[src/rtl/delay_sched_pkg.sv]
// delay_sched_pkg: shared state encoding and tick constants for the delay scheduler
package delay_sched_pkg;

    typedef enum logic [1:0] {
        S_IDLE = 2'b00,
        S_RUN  = 2'b01,
        S_DONE = 2'b10
    } state_e;

    localparam int DEF_WIDTH   = 12;
    localparam int TICKS_2S    = 4000;
    localparam int TICKS_1S    = 2000;
    localparam int TICKS_500MS = 1000;

endpackage

[src/rtl/delay_scheduler_rr_pick.sv]
// rr_pick: round-robin winner search starting at ptr and wrapping upward
module rr_pick #(
    parameter int NREQ = 3,
    parameter int PW   = (NREQ > 1) ? $clog2(NREQ) : 1
) (
    input  logic [NREQ-1:0] req_i,
    input  logic [PW-1:0]   ptr_i,
    output logic [PW-1:0]   idx_o,
    output logic            valid_o
);

    // scan from the farthest offset down so the nearest set bit after ptr wins
    always_comb begin
        logic [PW-1:0] j;
        j       = '0;
        idx_o   = '0;
        valid_o = |req_i;
        for (int i = NREQ - 1; i >= 0; i--) begin
            j = PW'((int'(ptr_i) + i) % NREQ);
            if (req_i[j]) idx_o = j;
        end
    end

endmodule

[src/rtl/delay_scheduler.sv]
// delay_scheduler: shares one tick counter among requesters, granting timed waits round-robin
module delay_scheduler
    import delay_sched_pkg::*;
#(
    parameter int WIDTH = DEF_WIDTH,
    parameter int NREQ  = 3
) (
    input  logic                  clk_2K,
    input  logic                  i_Reset_n,
    input  logic                  i_Abort,
    input  logic [NREQ-1:0]       i_Req,
    input  logic [NREQ*WIDTH-1:0] i_Dur,
    output logic [NREQ-1:0]       o_Grant,
    output logic [NREQ-1:0]       o_Done,
    output logic                  o_Busy,
    output logic [WIDTH-1:0]      o_Count
);

    localparam int PW = (NREQ > 1) ? $clog2(NREQ) : 1;

    state_e            state_q, state_d;
    logic [PW-1:0]     ptr_q, ptr_d, own_q, own_d, win_idx, ptr_nxt;
    logic              win_vld, own_req;
    logic [WIDTH-1:0]  dur_q, dur_d, count_q, count_d, win_dur;
    logic [NREQ-1:0]   grant_q, grant_d;

    rr_pick #(.NREQ(NREQ), .PW(PW)) u_pick (
        .req_i   (i_Req),
        .ptr_i   (ptr_q),
        .idx_o   (win_idx),
        .valid_o (win_vld)
    );

    assign win_dur = i_Dur[int'(win_idx)*WIDTH +: WIDTH];
    assign own_req = i_Req[own_q];
    assign ptr_nxt = (own_q == PW'(NREQ - 1)) ? '0 : own_q + 1'b1;

    // state and datapath registers
    always_ff @(posedge clk_2K or negedge i_Reset_n) begin
        if (!i_Reset_n) begin
            state_q <= S_IDLE;
            ptr_q   <= '0;
            own_q   <= '0;
            dur_q   <= '0;
            count_q <= '0;
            grant_q <= '0;
        end else begin
            state_q <= state_d;
            ptr_q   <= ptr_d;
            own_q   <= own_d;
            dur_q   <= dur_d;
            count_q <= count_d;
            grant_q <= grant_d;
        end
    end

    // next state: abort beats everything, a dropped request cancels before completion
    always_comb begin
        state_d = state_q;
        if (i_Abort) begin
            state_d = S_IDLE;
        end else begin
            unique case (state_q)
                S_IDLE:  if (win_vld) state_d = (win_dur == '0) ? S_DONE : S_RUN;
                S_RUN:   state_d = !own_req ? S_IDLE : (count_q == dur_q - 1'b1) ? S_DONE : S_RUN;
                S_DONE:  state_d = S_IDLE;
                default: state_d = S_IDLE;
            endcase
        end
    end

    // datapath next values derived from the state transition being taken
    always_comb begin
        ptr_d   = (state_d == S_IDLE && state_q != S_IDLE && !i_Abort) ? ptr_nxt : ptr_q;
        own_d   = (state_q == S_IDLE && state_d != S_IDLE) ? win_idx : own_q;
        dur_d   = (state_q == S_IDLE && state_d != S_IDLE) ? win_dur : dur_q;
        count_d = (state_d == S_IDLE || state_q == S_IDLE) ? '0 : count_q + 1'b1;
        grant_d = (state_d == S_IDLE) ? '0 : (state_q == S_IDLE) ? NREQ'(1) << win_idx : grant_q;
    end

    // outputs come straight from registers only
    always_comb begin
        o_Grant = grant_q;
        o_Done  = (state_q == S_DONE) ? grant_q : '0;
        o_Busy  = (state_q != S_IDLE);
        o_Count = count_q;
    end

endmodule

[config.mk]
export PLATFORM = sky130hd
export DESIGN_NAME = delay_scheduler
export DESIGN_NICKNAME = d
export VERILOG_FILES = /design/src/rtl/delay_sched_pkg.sv /design/src/rtl/delay_scheduler_rr_pick.sv /design/src/rtl/delay_scheduler.sv
export SDC_FILE = /design/constraint.sdc
export NUM_CORES = 1
export LEC_CHECK = 0
export CORE_ASPECT_RATIO = 2
export CORE_MARGIN = 5
export CORE_UTILIZATION = 30
export DETAILED_ROUTE_END_ITERATION = 6
export HOLD_SLACK_MARGIN = 0.1
export PLACE_DENSITY = 0.55
export SYNTH_ARGS = -nofsm -noshare
export SYNTH_HDL_FRONTEND = slang
export SYNTH_SLANG_ARGS = --single-unit
[constraint.sdc]
create_clock -name clk_2K -period 4 [get_ports clk_2K]
set_input_delay 0.8 -clock clk_2K [delete_from_list [all_inputs] [get_ports clk_2K]]
set_output_delay 0.8 -clock clk_2K [all_outputs]
set_load 0.02 [all_outputs]
==> insert_results.sql <==
INSERT INTO impl_metrics (metric_group, metric, value, unit) VALUES
('outcome', 'status', 'complete, no violations', ''),
('synthesis', 'synth-seq-area-share', '35.2', '%'),
('timing', 'finalMaxSlewViolations', '0', ''),
('global_route', 'global_route.usage.total', '13.8', '%'),
('layout', 'final_nets', '386', ''),
('global_route', 'grt_overflow', '0', ''),
('placed_design', 'dp_hpwl', '5170', 'um'),
('route', 'remaining_drc_errors', '0', ''),
('synthesis', 'synthCells', '277', ''),
('synthesis', 'ys_ff_latch', '33', ''),
('timing', 'final_period_minus_worst_setup_slack', '3.50', 'ns'),
('pwr', 'share_clk_of_total_power', '21.7', '%'),
('pwr', 'power.share.switching', '40.9', '%'),
('pwr', 'power.net_switching', '758', 'uW'),
('clock_tree', 'cts_root_buf', 'clkbuf_16', ''),
('clock_tree', 'cts.reportedPaths.clkPinSlew', '0.05', 'ns'),
('global_route', 'global_route.peak_usage_layer', 'met2', ''),
('worst_setup_path', 'crit_cells', '9', ''),
('global_route', 'first_global_vias', '2264', ''),
('layout', 'antenna_cells', '0', ''),
('clock_tree', 'cts_num_sinks', '33', ''),
('synthesis', 'async_flop_share', '100', '%'),
('timing', 'fin_tns_setup', '0', 'ns'),
('pwr', 'power_per_cell_area', '575', 'nW/um^2'),
('synthesis', 'synth_area', '2350', 'um^2'),
('synthesis', 'synth-edff-count', '0', ''),
('route', 'drt_first_iter_violations', '107', ''),
('timing', 'setup-violations-final', '0', ''),
('floorplan', 'die_width', '72.5', 'um'),
('route', 'post_drt_via_cell_ratio', '5.11', ''),
('global_route', 'grtUsageMet2', '26.6', '%'),
('min_path', 'timing.hold.worst.class', 'flop to flop', ''),
('worst_setup_path', 'setup_slack_on_the_worst_flop_to_flop_path', '0.50', 'ns'),
('clock_tree', 'cts_hold_buf', '0', ''),
('clock_tree', 'ctsResizeCount', '0', ''),
('floorplan', 'boundaryPins', '61', ''),
('timing', 'final_hold_viol_count', '0', ''),
('worst_setup_path', 'crit_chain', 'inv_1 > ha_1 > mux2_4 > o32a_1 > a21o_1 > a221oi_1 > o22ai_1 > or4_4 > o311a_1', ''),
('worst_setup_path', 'crit_path_end_kind', 'flop', ''),
('timing', 'grt_setup_unrepaired', 'no', ''),
('pwr', 'intPower', '1090', 'uW'),
('global_route', 'grt_max_degree', '34', ''),
('timing', 'period_share', '87.4', '%'),
('synthesis', 'synthesis.area_per_instance', '8.47', 'um^2'),
('worst_setup_path', 'critical_path.reg2reg.endpoint', 'state_q[0]', ''),
('worst_setup_path', 'crit_path_end', 'state_q[0]', ''),
('placed_design', 'gpl.final_weighted_congestion', '0.851', ''),
('placed_design', 'port-buffer-count', '60', ''),
('synthesis', 'synthesis.nets', '324', ''),
('global_route', 'grt.met1_usage', '13.1', '%'),
('global_route', 'grt_use_met3', '2.24', '%'),
('clock_tree', 'cts_tree', 'built', ''),
('timing', 'clock-skew-final', '0.00519', 'ns'),
('global_route', 'antenna_violations_before_repair', '0', ''),
('worst_setup_path', 'critical_path.n_buffers_inverters', '1', ''),
('worst_setup_path', 'crit_path_kind', 'flop to flop', ''),
('worst_setup_path', 'worst_path_max_delay_cell', 'or4_4', ''),
('worst_setup_path', 'worst_setup_path_start_kind', 'flop', ''),
('synthesis', 'yosys_warnings', '0', ''),
('layout', 'area_growth_syn_to_layout', '37.3', '%'),
('clock_tree', 'later_pin_clock_latency_in_the_skew_report', '0.28', 'ns'),
('timing', 'tightestPinTransition', '0.702', 'ns'),
('floorplan', 'die_h', '135', 'um'),
('worst_setup_path', 'critical_path_peak_fanout', '13', ''),
('route', 'total_routed_length', '6390', 'um'),
('clock_tree', 'cts.path.max_buffers', '2', ''),
('worst_setup_path', 'cp-startpoint', 'ptr_q[1]', ''),
('pwr', 'worst_ir_drop_vdd', '307', 'uV'),
('layout', 'fin_area', '3220', 'um^2'),
('worst_setup_path', 'required', '4.16', 'ns'),
('pwr', 'power.sequential.fraction', '29.4', '%');
==> routing by layer <==
metal  share of wire, %  wire length (um)
met5                  0                 0
met4                3.0               192
met3                3.9               251
met2                 56              3600
met1                 37              2350
==> layout by cell type (no fill, tap or decap), drive strengths merged, types with 3 or more instances in the layout <==
master | synthesis | final
a21oi | 13 | 13
inv | 12 | 12
nand2 | 29 | 29
clkdlybuf4s50 | 0 | 60
nor2 | 33 | 33
xor2 | 12 | 12
nor3 | 4 | 4
o31ai | 12 | 12
nor4 | 3 | 3
dfrtp | 33 | 33
and3 | 5 | 5
nand3 | 7 | 7
mux2 | 5 | 5
nor2b | 5 | 5
o22ai | 4 | 4
o21ai | 7 | 7
and2 | 13 | 13
ha | 5 | 5
a221oi | 8 | 8
buf | 3 | 7
clkbuf | 9 | 7
xnor2 | 15 | 15
or4 | 5 | 5
==> worst min path at each step <==
stage | start | end | slack [ns] | depth (start not counted)
2_1_floorplan | dur_q[10] | dur_q[10] | 0.47 | 2
3_3_place_gp | dur_q[11] | dur_q[11] | 0.50 | 2
3_5_place_dp | dur_q[11] | dur_q[11] | 0.51 | 2
4_1_cts | dur_q[11] | dur_q[11] | 0.52 | 2
5_1_grt | dur_q[11] | dur_q[11] | 0.55 | 2
6_report | dur_q[11] | dur_q[11] | 0.51 | 2
==> registers in the layout, summed over array words and instances, names as in the netlist <==
| register | cells |
|---|---|
| o_Grant | 3 |
| state_q | 2 |
| ptr_q | 2 |
| o_Count | 12 |
| own_q | 2 |
| dur_q | 12 |
==> power groups by stage <==
stage               logic (uW)  registers [uW]  clock network (uW)
finish                     905             544                 402
global route              1020             563                 424
CTS                        917             545                 412
detailed placement         914             549                   0
global placement           899             545                   0
floorplan                  711             495                   0
==> cell usage after synthesis, drive strengths merged (7+ instances only) <==
cell    instances
dfrtp          33
a21oi          13
o31ai          12
nor2           33
nand2          29
clkbuf          9
nand3           7
xor2           12
o21ai           7
and2           13
a221oi          8
inv            12
xnor2          15
==> worst register-to-register path: cells and delay by family (launching register included) <==
family	cells	cell delay (ns)
AO/OA/AOI/OAI	5	1.58
AND/OR/NAND/NOR	1	0.54
flip-flops	1	0.41
adder cells (fa/ha/maj)	1	0.40
multiplexers	1	0.35
buffers and inverters	1	0.09
==> stage by stage <==
stage                     setup WS, ns  utilization (%)  cells  hold WS, ns  total power [uW]
after floorplan                  0.823                -    277        0.467              1210
after global placement           0.295             40.3    426        0.504              1440
after detailed placement         0.233             40.3    426        0.510              1460
after CTS                        0.491             42.4    434        0.521              1870
after global routing             0.338             42.4    434        0.548              2000
final                            0.502             42.4    434        0.515              1850
==> kinds of logic after synthesis <==
family          share of synthesized area [%]
fa+ha+maj                                3.09
simple gates                             24.7
xor+xnor                                 10.1
compound gates                           19.3
mux                                      3.41
flops                                    35.2
buf+inv                                  4.21
==> area by class of cell <==
class	instances	area, um^2
sequential	33	826
clock buffer	7	153
timing repair buffer	67	653
fill	763	4380
multi-input combinational	220	1420
clock inverter	1	5.00
tap	94	118
inverter	12	45.0
Note: power is estimated with default switching activity, not from simulation.
